--- config.mk ---
export PLATFORM = sky130hd
export DESIGN_NAME = reg_wb_arbiter
export DESIGN_NICKNAME = d
export VERILOG_FILES = /design/src/rtl/reg_wb_arbiter.sv
export SDC_FILE = /design/constraint.sdc
export NUM_CORES = 1
export LEC_CHECK = 0
export CAP_MARGIN = 20
export CELL_PAD_IN_SITES_DETAIL_PLACEMENT = 1
export CELL_PAD_IN_SITES_GLOBAL_PLACEMENT = 1
export CORE_MARGIN = 2
export CORE_UTILIZATION = 22
export CTS_CLUSTER_SIZE = 12
export DETAILED_ROUTE_END_ITERATION = 16
export GPL_ROUTABILITY_DRIVEN = 0
export HOLD_SLACK_MARGIN = 0.1
export PLACE_DENSITY_LB_ADDON = 0.1
export RECOVER_POWER = 25
export SYNTH_ARGS = -nofsm -noshare
export SYNTH_HDL_FRONTEND = slang
export SYNTH_SLANG_ARGS = --single-unit
--- constraint.sdc ---
create_clock -name clk -period 1.42 [get_ports clk]
set_input_delay 0.142 -clock clk [delete_from_list [all_inputs] [get_ports clk]]
set_output_delay 0.142 -clock clk [all_outputs]
set_load 0.02 [all_outputs]
--- src/rtl/reg_wb_arbiter.sv ---
// rtl/reg_wb_arbiter.sv - round-robin writeback arbiter for two register-file writers
// Optional pending-write scoreboard and hazard output built only with WB_HAZARD_EN.
module reg_wb_arbiter #(
    parameter int DW = 16,
    parameter int AW = 4
) (
    input  logic          clk,
    input  logic          rst,
    input  logic          a_req,
    input  logic [AW-1:0] a_addr,
    input  logic [DW-1:0] a_data,
    output logic          a_gnt,
    input  logic          b_req,
    input  logic [AW-1:0] b_addr,
    input  logic [DW-1:0] b_data,
    output logic          b_gnt,
    input  logic          rsv_valid,
    input  logic [AW-1:0] rsv_addr,
    input  logic [AW-1:0] chk_r1,
    input  logic [AW-1:0] chk_r2,
    output logic          hazard,
    output logic [AW-1:0] wr,
    output logic [DW-1:0] wd,
    output logic          regwrt
);
    localparam int NR = 1 << AW;

    // Set once A wins, so B takes the next tie; cleared once B wins.
    logic prio_b;

    always_comb begin
        a_gnt = 1'b0;
        b_gnt = 1'b0;
        if (!rst) begin
            if (a_req && (!b_req || !prio_b))
                a_gnt = 1'b1;
            else if (b_req)
                b_gnt = 1'b1;
        end
    end

    always_ff @(posedge clk) begin
        if (rst) begin
            prio_b <= 1'b0;
            regwrt <= 1'b0;
            wr     <= '0;
            wd     <= '0;
        end else begin
            regwrt <= a_gnt | b_gnt;
            if (a_gnt) begin
                wr     <= a_addr;
                wd     <= a_data;
                prio_b <= 1'b1;
            end else if (b_gnt) begin
                wr     <= b_addr;
                wd     <= b_data;
                prio_b <= 1'b0;
            end
        end
    end

`ifdef WB_HAZARD_EN
    logic [NR-1:0] busy;

    // The set is written last so a same-address reservation outlives the clear.
    always_ff @(posedge clk) begin
        if (rst) begin
            busy <= '0;
        end else begin
            if (regwrt)
                busy[wr] <= 1'b0;
            if (rsv_valid)
                busy[rsv_addr] <= 1'b1;
        end
    end

    assign hazard = busy[chk_r1] | busy[chk_r2];
`else
    logic unused_hz;
    assign unused_hz = ^{rsv_valid, rsv_addr, chk_r1, chk_r2, NR[0]};
    assign hazard    = 1'b0;
`endif

endmodule

==> impl_metrics.env <==
export IMPL_status="completed"
export IMPL_cp_start_kind="register"
export IMPL_min_from="b_req"
export IMPL_cts_hold_buf=0
export IMPL_stdcell_area_um2=1908
export IMPL_slowest_stage="or3_4"
export IMPL_cts_max_level=1
export IMPL_synthDistinctLibCells=16
export IMPL_cp_max_fo=2
export IMPL_nFillCells=556
export IMPL_fin_crit_ps=1388
export IMPL_final_core_util=0.4040
export IMPL_synth_seq_cells=22
export IMPL_core_um2=4723
export IMPL_cp_num_buf_inv=2
export IMPL_ys_seq_area_frac=0.4093
export IMPL_final_hold_viol_count=0
export IMPL_powerDensity_nw_per_um2=865.3
export IMPL_cts_made_buffers=3
export IMPL_wl_per_cell_um=16.75
export IMPL_timing_final_crit_share=0.9778
export IMPL_synth_compound_area_frac=0.3581
export IMPL_cp_top_family="simple AND/OR/NAND/NOR gates"
export IMPL_finalWirelength_mm=4.456
export IMPL_dpl_worst_slack_ps=-481.6
export IMPL_r2r_start="prio_b$_SDFFE_PP0P_"
export IMPL_grt_max_degree=22
export IMPL_r2r_setup_slack_ps=130
export IMPL_grt_antenna_before_repair=0
export IMPL_critPathKind="reg2out"
export IMPL_drc_errors=0
export IMPL_fin_worst_skew_ps=5.192
export IMPL_grt_remaining_overflow=0
export IMPL_max_stage_delay_ps=350
export IMPL_tns_ps=0
export IMPL_critPathCaptureType="primary output"
export IMPL_synth_simple_gate_area_frac=0.1419
export IMPL_placed_area_um2=1848
export IMPL_drive_gt1_frac=0.1156
export IMPL_worstSetupStartpoint="prio_b$_SDFFE_PP0P_"
export IMPL_rsz0062_at_grt="true"
export IMPL_syn_area_um2=1076
export IMPL_clock_sinks=22
export IMPL_grt_pass1_vias=1404
export IMPL_place_inst=262
export IMPL_peakVddDrop_uv=322.6
export IMPL_drt_pass1_iterations=4
export IMPL_timing_final_max_slew_violations=0
export IMPL_cp_data_arrival_time_ps=1250
export IMPL_diodes=0
export IMPL_layout_cells_non_filler=266
export IMPL_worstSkewPairLatency_ps=260
export IMPL_synthAdderAreaFrac=0
export IMPL_syn_inst=133
export IMPL_cts_tree="done"
export IMPL_first_iter_violations=110
export IMPL_fp_dieH_um=73.94
export IMPL_die_area_um2=5466
export IMPL_synth_top_family_by_area="compound AO/OA/AOI/OAI gates"
export IMPL_grt_usage=0.1640
export IMPL_ctsLongestPathBuffers=2
export IMPL_clk_pin_slew_worst_paths_ps=90
export IMPL_ant_nets=0
export IMPL_drt_vias_per_instance=5.071
export IMPL_crit_chain="and2_4 -> or3_4 -> inv_2 -> buf_6"
export IMPL_final_nets=257
export IMPL_initial_core_util=0.2278
export IMPL_syn_nets=190
export IMPL_finalSetupViolCount=0
export IMPL_numPortBuffers=66
export IMPL_io_pins=81
export IMPL_vias=1349
export IMPL_critPathRequiredTime_ps=1280
export IMPL_synthXorXnorAreaFrac=0
export IMPL_leakagePower_nw=0.6891
export IMPL_die_width_um=73.94
export IMPL_p_total_mw=1.651
export IMPL_max_freq_mhz=720.2
export IMPL_fin_ws_ps=31.55
export IMPL_dpl_hpwl_mm=3.004
export IMPL_grt_first_pass_wirelength_mm=7.003
export IMPL_avgSynthCellArea_um2=8.090
export IMPL_ctsRootBufferMaster="clkbuf_8"
export IMPL_synth_mux_area_frac=0
export IMPL_whs_ps=301.4
export IMPL_hp_class="in2reg"
export IMPL_rows=25
export IMPL_synth_warnings=0
export IMPL_multi_input_area_um2=544.3
export IMPL_maxCapViolations=0
export IMPL_area_growth_pct=77.33
export IMPL_ff_latch_area_um2=441.7
sequential cells by signal, summed over array words and instances, names as in the netlist:
register / count
wd: 16
regwrt: 1
wr: 4
prio_b: 1
tightest hold or removal path: stages:
cell,delay (ps)
dlymetal6s2s_1,110
buf_4,130
nand2b_1,90
a21oi_1,60
final timing paths:
check / endpoint / cells after the start
worst max-delay path: a_gnt / 4
worst min register to register: wd[11]$_SDFFE_PP0P_ / 2
worst max register to register: wd[9]$_SDFFE_PP0P_ / 4
worst min-delay path: prio_b$_SDFFE_PP0P_ / 4
metal layers:
metal	up-vias	GRT usage	routed length, um
li1	635	-	-
met1	661	0.2255	2022
met2	51	0.2788	2176
met3	2	0.02033	240
met4	0	0.03030	17
met5	-	0	0
logic make-up (layout without fill, tap and decap cells):
family / count (synthesis) / count (layout)
buffers and inverters: 20 / 86
other: 1 / 1
and+or+nand+nor: 28 / 28
DFF: 22 / 22
AOI/OAI and AO/OA: 62 / 62
synth_stat cells:
| master | n | area [um^2] |
|---|---|---|
| a21oi_1 | 1 | 5.000 |
| a31oi_1 | 20 | 125.1 |
| and2_1 | 1 | 6.260 |
| buf_4 | 1 | 7.510 |
| buf_6 | 2 | 22.52 |
| clkbuf_1 | 14 | 52.55 |
| conb_1 | 1 | 3.750 |
| dfxtp_1 | 22 | 440.4 |
| inv_1 | 3 | 11.26 |
| nand2b_1 | 3 | 18.77 |
| nand3_1 | 20 | 100.1 |
| nor2_1 | 1 | 3.750 |
| nor2b_1 | 2 | 12.51 |
| o21ai_0 | 21 | 105.1 |
| o31ai_1 | 20 | 150.1 |
| or3_4 | 1 | 11.26 |
power by group:
group / internal (mW) / switching (mW) / total (mW)
sequential: 0.663 / 0.0218 / 0.685
clock: 0.247 / 0.222 / 0.469
combinational: 0.261 / 0.236 / 0.497
what timing repair did:
| action | in CTS | in global routing |
|---|---|---|
| buffers inserted | 0 | 0 |
| gates resized for setup | 9 | 6 |
| setup endpoints to repair | 2 | 1 |
| pin swaps | 0 | 0 |
final cells by class:
cell class | instances | area share
clock buffers | 4 | 0.02885
inverters | 3 | 0.005902
flip-flops and latches | 22 | 0.2315
repair buffers | 79 | 0.4046
multi-input cells | 91 | 0.2852
well taps | 67 | 0.04393
cell usage in the layout, fill, tap and decap left out:
cell type        netlist  layout
a21oi_1                1       1
a31oi_1               20      20
and2_4                 0       1
buf_12                 0       1
buf_2                  0       1
buf_4                  1      12
buf_6                  2       1
clkbuf_8               0       4
clkdlybuf4s50_1        0      62
conb_1                 1       1
dfxtp_1               22      21
dfxtp_2                0       1
dlymetal6s2s_1         0       2
inv_1                  3       2
inv_2                  0       1
nand2b_1               3       3
nand3_1               20      20
nor2_1                 1       1
nor2b_1                2       2
o21ai_0               21      21
o31ai_1               20      20
or3_4                  1       1
(Power assumes the default switching activity.)
